[src/rtl/scope_plotter.sv]
// scope_plotter: one-pixel-per-column oscilloscope sweep with per-column erase
// of the previous trace pixel. Optional rising-edge trigger: SCOPE_TRIGGER_EN.
module scope_plotter #(
    parameter int DECIM        = 150,
    parameter int X_MAX        = 319,
    parameter int Y_MID        = 119,
    parameter int TRIG_TIMEOUT = 640
) (
    input  logic        clk,
    input  logic        reset_n,
    input  logic [15:0] sample,
    input  logic        sample_tick,
    input  logic        pause,
    output logic [8:0]  vga_x,
    output logic [7:0]  vga_y,
    output logic        vga_color,
    output logic        vga_plot,
`ifdef SCOPE_TRIGGER_EN
    output logic        trig_locked,
`endif
    output logic        busy
);
    localparam logic [2:0] S_IDLE  = 3'd0;
    localparam logic [2:0] S_ERASE = 3'd1;
    localparam logic [2:0] S_DRAW  = 3'd2;
    localparam logic [2:0] S_ADV   = 3'd3;
    localparam logic [2:0] S_ARM   = 3'd4;
    localparam int DW = $clog2(DECIM);
    logic [2:0]        r_state, w_nxt;
    logic [DW-1:0]     r_dec;
    logic [8:0]        r_x;
    logic              r_first, r_pend;
    logic [7:0]        r_hold, r_ny;
    logic [7:0]        r_mem [0:X_MAX];
    logic signed [9:0] w_yr;
    logic [7:0]        w_y;
    logic              w_go, w_dec, w_wrap, w_unused;
    assign w_unused = ^sample[7:0] ^ (TRIG_TIMEOUT > 0);
    assign w_yr     = 10'(Y_MID) - {{2{r_hold[7]}}, r_hold};
    assign w_y      = w_yr < 0 ? 8'd0 : w_yr > 239 ? 8'd239 : w_yr[7:0];
    assign w_go     = r_pend && !pause && (r_state == S_IDLE || r_state == S_ARM);
    assign w_dec    = w_go && r_dec == DW'(DECIM - 1);
    assign w_wrap   = r_x == 9'(X_MAX);
`ifdef SCOPE_TRIGGER_EN
    localparam int TW = $clog2(TRIG_TIMEOUT);
    logic [TW-1:0] r_tcnt;
    logic          r_neg, w_cross, w_start;
    assign w_cross = r_neg && !r_hold[7];
    assign w_start = w_dec && (w_cross || r_tcnt == TW'(TRIG_TIMEOUT - 1));
    always_comb begin
        w_nxt = S_IDLE;
        case (r_state)
            S_IDLE:  w_nxt = w_dec ? S_ERASE : S_IDLE;
            S_ERASE: w_nxt = S_DRAW;
            S_DRAW:  w_nxt = S_ADV;
            S_ADV:   w_nxt = w_wrap ? S_ARM : S_IDLE;
            S_ARM:   w_nxt = w_start ? S_ERASE : S_ARM;
            default: w_nxt = S_IDLE;
        endcase
    end
    always_ff @(posedge clk or negedge reset_n) begin
        if (!reset_n) begin
            r_tcnt      <= '0;
            r_neg       <= 1'b0;
            trig_locked <= 1'b0;
        end else begin
            if (w_dec)
                r_neg <= r_hold[7];
            if (w_dec && r_state == S_ARM)
                r_tcnt <= w_start ? '0 : r_tcnt + 1'b1;
            if (w_start && r_state == S_ARM)
                trig_locked <= w_cross;
        end
    end
`else
    always_comb begin
        w_nxt = S_IDLE;
        case (r_state)
            S_IDLE:  w_nxt = w_dec ? S_ERASE : S_IDLE;
            S_ERASE: w_nxt = S_DRAW;
            S_DRAW:  w_nxt = S_ADV;
            default: w_nxt = S_IDLE;
        endcase
    end
`endif
    // Output registers load on the transition into ERASE/DRAW so each pulse
    // is visible during the state it belongs to.
    always_ff @(posedge clk or negedge reset_n) begin
        if (!reset_n) begin
            r_state   <= S_IDLE;
            r_dec     <= '0;
            r_x       <= '0;
            r_first   <= 1'b1;
            r_pend    <= 1'b0;
            r_hold    <= '0;
            r_ny      <= '0;
            vga_x     <= '0;
            vga_y     <= '0;
            vga_color <= 1'b0;
            vga_plot  <= 1'b0;
            busy      <= 1'b0;
        end else begin
            r_state  <= w_nxt;
            busy     <= w_nxt != S_IDLE;
            vga_plot <= 1'b0;
            if (sample_tick && !pause) begin
                r_hold <= sample[15:8];
                r_pend <= 1'b1;
            end else if (w_go) begin
                r_pend <= 1'b0;
            end
            if (w_go)
                r_dec <= w_dec ? '0 : r_dec + 1'b1;
            if (w_dec)
                r_ny <= w_y;
            if (w_nxt == S_ERASE) begin
                vga_plot  <= !r_first;
                vga_x     <= r_x;
                vga_y     <= r_first ? vga_y : r_mem[r_x];
                vga_color <= 1'b0;
            end
            if (r_state == S_ERASE) begin
                vga_plot  <= 1'b1;
                vga_y     <= r_ny;
                vga_color <= 1'b1;
            end
            if (r_state == S_ADV) begin
                r_x <= w_wrap ? 9'd0 : r_x + 9'd1;
                if (w_wrap)
                    r_first <= 1'b0;
            end
        end
    end
    always_ff @(posedge clk) begin
        if (r_state == S_ERASE)
            r_mem[r_x] <= r_ny;
    end
endmodule

[config.mk]
export PLATFORM = sky130hd
export DESIGN_NAME = scope_plotter
export DESIGN_NICKNAME = d
export VERILOG_FILES = /design/src/rtl/scope_plotter.sv
export SDC_FILE = /design/constraint.sdc
export NUM_CORES = 2
export LEC_CHECK = 0
export ABC_AREA = 1
export BUFFER_PORTS_ARGS = -buffer_cell sky130_fd_sc_hd__buf_2
export CAP_MARGIN = 20
export CORE_MARGIN = 2
export CORE_UTILIZATION = 60
export DETAILED_ROUTE_END_ITERATION = 8
export PLACE_DENSITY = 0.73
export SLEW_MARGIN = 15
export SYNTH_ARGS = -nofsm -noshare
export SYNTH_HDL_FRONTEND = slang
export SYNTH_SLANG_ARGS = --single-unit
[constraint.sdc]
create_clock -name clk -period 9.82 [get_ports clk]
set_clock_uncertainty 0.15 [all_clocks]
set_input_delay 1.473 -clock clk [delete_from_list [all_inputs] [get_ports clk]]
set_output_delay 1.473 -clock clk [all_outputs]
set_load 0.05 [all_outputs]
[Yosys cells after proc, flatten, opt, wreduce, memory -nomap -nowiden]
Memories as Yosys holds them, arrays and structs flattened. A register that Yosys moved wholly into a read port is not among the register bits.
Index checks and enable logic that the tools add are counted.
Storage, ports and cells
  flip-flop bits (word level): 50
  memory bits (writable): 2560
  input bits: 20
  output and inout bits: 20
  logic and storage cells: 53
  memories: 1
Memories
  r_mem: depth 320, bits a word 8, rd ports 1, clocked after memory_dff 1, write ports 1, line 34  | logic [7:0] r_mem [0:X_MAX];
Cells by class
  add/sub/neg operators: 3
  order comparisons: 2
  equality and inequality tests: 8
  muxes and demuxes: 14
  reductions and logical operators: 14
Operators with widths (count)
  two-way mux 8 bit: 3
  adder 9 x 1 -> 9 bit, second input constant: 1
  == test 9 bit, second input constant: 1
  greater-than comparator 9 bit, second input constant: 1
  less-than comparator 9 x 1 -> 1 bit, second input constant: 1
  two-way mux 1 bit: 9
  two-way mux 9 bit: 1
  subtractor 8 x 8 -> 9 bit, first input constant: 1
  adder 8 x 1 -> 8 bit, second input constant: 1
  == test 8 bit, second input constant: 1
  == test 3 x 1 -> 1 bit, second input constant: 2
  == test 3 x 2 -> 1 bit, second input constant: 2
  one-hot mux 2 bit (3 select lines): 1
  logical AND 1 bit: 4
  AND reduction 2 bit: 2
  nonzero test 2 bit: 2
  == test 3 bit, second input constant: 1
  logical NOT 1 bit: 3
  logical NOT 3 bit: 1
  nonzero test 3 bit: 1
  != test 2 x 1 -> 1 bit, second input constant: 1
  logical OR 1 bit: 1

[Logic depth before layout (Yosys ltp)]
  word-level depth: 9
  mapped depth: 20
  depth with buffers taken out: 17

[Worst setup path before layout]
Ideal clock, no wire load.
  kind: reg-to-reg
  from: reg r_ny[5]
  to: mem r_mem[0][5], data pin
  setup time: 0.957 ns
  arrival: 3.918 ns
  required time: 8.713 ns
  slack: 4.795 ns
  cell stages (with the launch flop): 1
  path buffers: 0
  period minus slack after synthesis: 5.025 ns
  cell sequence: dfrtp_1
RTL lines
  from (decl): line 33  | logic [7:0] r_hold, r_ny;
  from (signal assigned): line 115  | r_ny <= w_y;
  to (decl): line 34
Straight into the memory's write port.

==> impl_metrics.py <==
metrics = {
    "clock_network": {
        "clock-sinks": 2617,
        "post_cts_buffers": 0,
        "cts-resized-gates": 0,
        "cts.path.max_buffers": 4,
        "hold_buffers": 0,
        "clock_latency_ns": 0.93,
        "cts-root-buf": "clkbuf_16",
        "cts-buffers-inserted": 278,
        "clkSlewWorstSetupHoldPaths_ns": 0.06,
        "cts_tree": "built",
        "ctsHtreeMaxLevel": 5,
    },
    "power_and_ir_drop": {
        "total_power_mw": 31.9,
        "leakagePower_nw": 47.4,
        "power_density_nw_per_um2": 265,
        "peakVddDrop_mv": 0.232,
    },
    "global_routing": {
        "grt_antenna_before_repair": 5,
        "grt_pass1_vias": 70800,
        "grt_pass1_wl_mm": 421,
        "grt_max_degree": 205,
        "grt-ovfl-total": 0,
        "globalRouteTotalUtil_pct": 29.9,
    },
    "floorplanning": {
        "die_h_um": 433,
        "dieArea_um2": 187000,
        "num_io_pins": 40,
        "initial_core_util_pct": 60.3,
        "die_x_um": 433,
        "coreArea_um2": 183000,
        "num_rows": 157,
    },
    "detailed_routing": {
        "drc": 0,
        "firstDrtPassIters": 6,
        "vias": 74400,
        "drt_iter0_markers": 10300,
        "wl_mm": 281,
        "ant_nets": 0,
        "avgRoutedWirePerCell_um": 21.5,
        "vias_per_cell": 5.68,
    },
    "sta": {
        "hold_violations": 0,
        "slew_headroom_pct": 25.6,
        "tightest_slew_ns": 1.12,
        "fmax_mhz": 208,
        "setup_tns_ns": 0,
        "setup_viol": 0,
        "finalCritPeriodShare_pct": 49.0,
        "post-route-min-period_ns": 4.81,
        "rsz0062_at_grt": "false",
        "drv_slew": 0,
    },
    "synth": {
        "yosys.area_share.simple_pct": 20.2,
        "yosysTopAreaCellShare_pct": 69.7,
        "yosysWarnings": 0,
        "synth_compound_area_share_pct": 3.83,
        "synth.avg_cell_area_um2": 10.4,
        "async_reset_ff_share_pct": 2.18,
        "synthAdderAreaFrac_pct": 0.125,
        "yosysSeqAreaShare_pct": 71.0,
        "ys_types": 29,
        "ys_ff_latch": 2617,
        "synth-xor-area-share_pct": 0.0635,
        "synth_area_um2": 110000,
        "synthesis.nets": 10600,
        "synth_top_family_by_area": "simple AND/OR/NAND/NOR gates",
        "synthMuxAreaShare_pct": 0.0306,
        "syn_inst": 10600,
        "synth-edff-count": 2560,
        "synth_top_cell_by_area": "edfxtp_1",
        "ys.flop_type": "edfxtp_1",
        "ys_top_cells_by_area": "edfxtp_1 70%, nand2_1 13%, nor2_1 6.0%",
    },
    "outcome": {
        "status": "completed",
    },
    "worst_setup_path": {
        "worstSetupEndpointType": "flip-flop",
        "slowest_delay_ns": 0.66,
        "cp_common_cell": "nand2_1",
        "path_class": "reg2reg",
        "critPathLaunchType": "flip-flop",
        "cp.required_ns": 10.45,
        "path_max_fanout": 134,
        "path_cells": "inv_8, buf_12, buf_12, nand2_1, nand3_1, nand2_1, nand2_1, nand2_1, nor2_1, nor2_1, nor2_1, nand2_1, nand2_1, nand2_1, nor2_1, nand2_1, nand2_1, nand2_1",
        "critical_path_arrival_ns": 5.45,
        "cp_slowest_cell": "dfrtp_4",
    },
    "final_layout": {
        "drive_gt1_share_pct": 4.89,
        "fillers": 13400,
        "seq_area_um2": 78300,
        "mostFrequentLayoutCells": "3,707 x nand2_1, 2,560 x edfxtp_1, 1,763 x nor2_1",
        "fin_nets": 10500,
        "area_delta_synth_final_pct": 9.19,
        "multiInputGateArea_um2": 26900,
        "layout_commonest_cell": "nand2_1",
    },
    "placed_design": {
        "dpl.hpwl_mm": 154,
        "globalplace.congestion": 0.887,
        "io_buffers": 31,
    },
    "flow_run": {
        "drv_cap": 0,
    },
    "min_path": {
        "min_path_type": "reg2reg",
    },
}
## metal layers
| metal | part of all wire, % | track usage, % | wire [µm] | vias up |
|---|---|---|---|---|
| li1 | - | - | - | 34300 |
| met1 | 39 | 41.4 | 109000 | 35600 |
| met5 | 0.0082 | 0 | 23 | - |
| met3 | 11 | 6.04 | 30600 | 611 |
| met4 | 4.2 | 12.4 | 11700 | 4 |
| met2 | 46 | 46.6 | 130000 | 3854 |
## cell usage after synthesis, types with 2 or more instances
master,n
nand4_1,4
o21bai_1,2
clkbuf_1,257
a21oi_1,17
xnor2_1,2
edfxtp_1,2560
clkinv_1,5
inv_1,713
nor4_1,4
xor2_1,6
o21ai_0,560
inv_2,4
dfrtp_1,56
buf_6,2
o21ai_1,256
nand3_1,314
o22ai_1,5
buf_1,53
buf_4,5
nor3_1,14
nand2_1,3724
ha_1,11
nor2_1,1766
buf_2,257
mux2_2,3
## cell type report
cell class / count / area share, %
Antenna cell: 1 / 0.00208
Inverter: 722 / 2.27
Multi-Input combinational cell: 6691 / 22.3
Timing Repair Buffer: 131 / 0.945
Tap cell: 2464 / 2.56
Clock inverter: 113 / 0.702
Sequential cell: 2617 / 65.0
Clock buffer: 354 / 6.17
## state kept, by name, indices dropped and copies added, names as in the netlist
register   cells
busy           1
r_dec          8
r_first        1
r_hold         8
r_mem       2560
r_ny           8
r_pend         1
r_state        2
r_x            9
vga_color      1
vga_plot       1
vga_x          9
vga_y          8
## through the flow
| step | util [%] | hold WS, ns | cells | setup slack, ns | cell area (µm²) |
|---|---|---|---|---|---|
| after floorplan | - | 0.281 | 10600 | 4.79 | 110000 |
| after global placement | 61.3 | 0.294 | 12600 | 5.20 | 112000 |
| after detailed placement | 61.3 | 0.293 | 12600 | 5.17 | 112000 |
| after CTS | 65.8 | 0.304 | 13100 | 5.10 | 120000 |
| after global routing | 65.9 | 0.323 | 13100 | 4.74 | 120000 |
| final | 65.9 | 0.304 | 13100 | 5.01 | 120000 |
## cells by family after synthesis
kind of cell | count (synthesis)
AOI/OAI and AO/OA | 841
xor gates and xnor gates | 8
adders and majority gates | 11
buffers and inverters | 1296
DFF | 2617
muxes | 3
and+or+nand+nor | 5828
## power breakdown
group	internal (mW)	total, mW	switching [mW]
Combinational	2.36	9.46	7.10
Sequential	12.4	12.6	0.177
Clock	5.66	9.81	4.15
Total	20.4	31.9	11.4
## critical path: cells and delay by family (launching register included)
kind          cells  cell delay [ns]
buf+inv           3             1.62
flops             1             0.66
simple gates     15             1.95
## final timing paths
| kind | start | to | slack (ns) | cells past startpoint |
|---|---|---|---|---|
| worst max register to register | r_x[0] | vga_y[0] | 5.01 | 18 |
| max in group asynchronous | reset_n | r_ny[2] | 8.24 | 2 |
| worst min-delay path | r_first | r_first | 0.30 | 2 |
| worst min register to register | r_first | r_first | 0.30 | 2 |
| min in group asynchronous | reset_n | r_hold[1] | 0.61 | 2 |
| worst max-delay path | r_x[0] | vga_y[0] | 5.01 | 18 |
(Power assumes the default switching activity.)
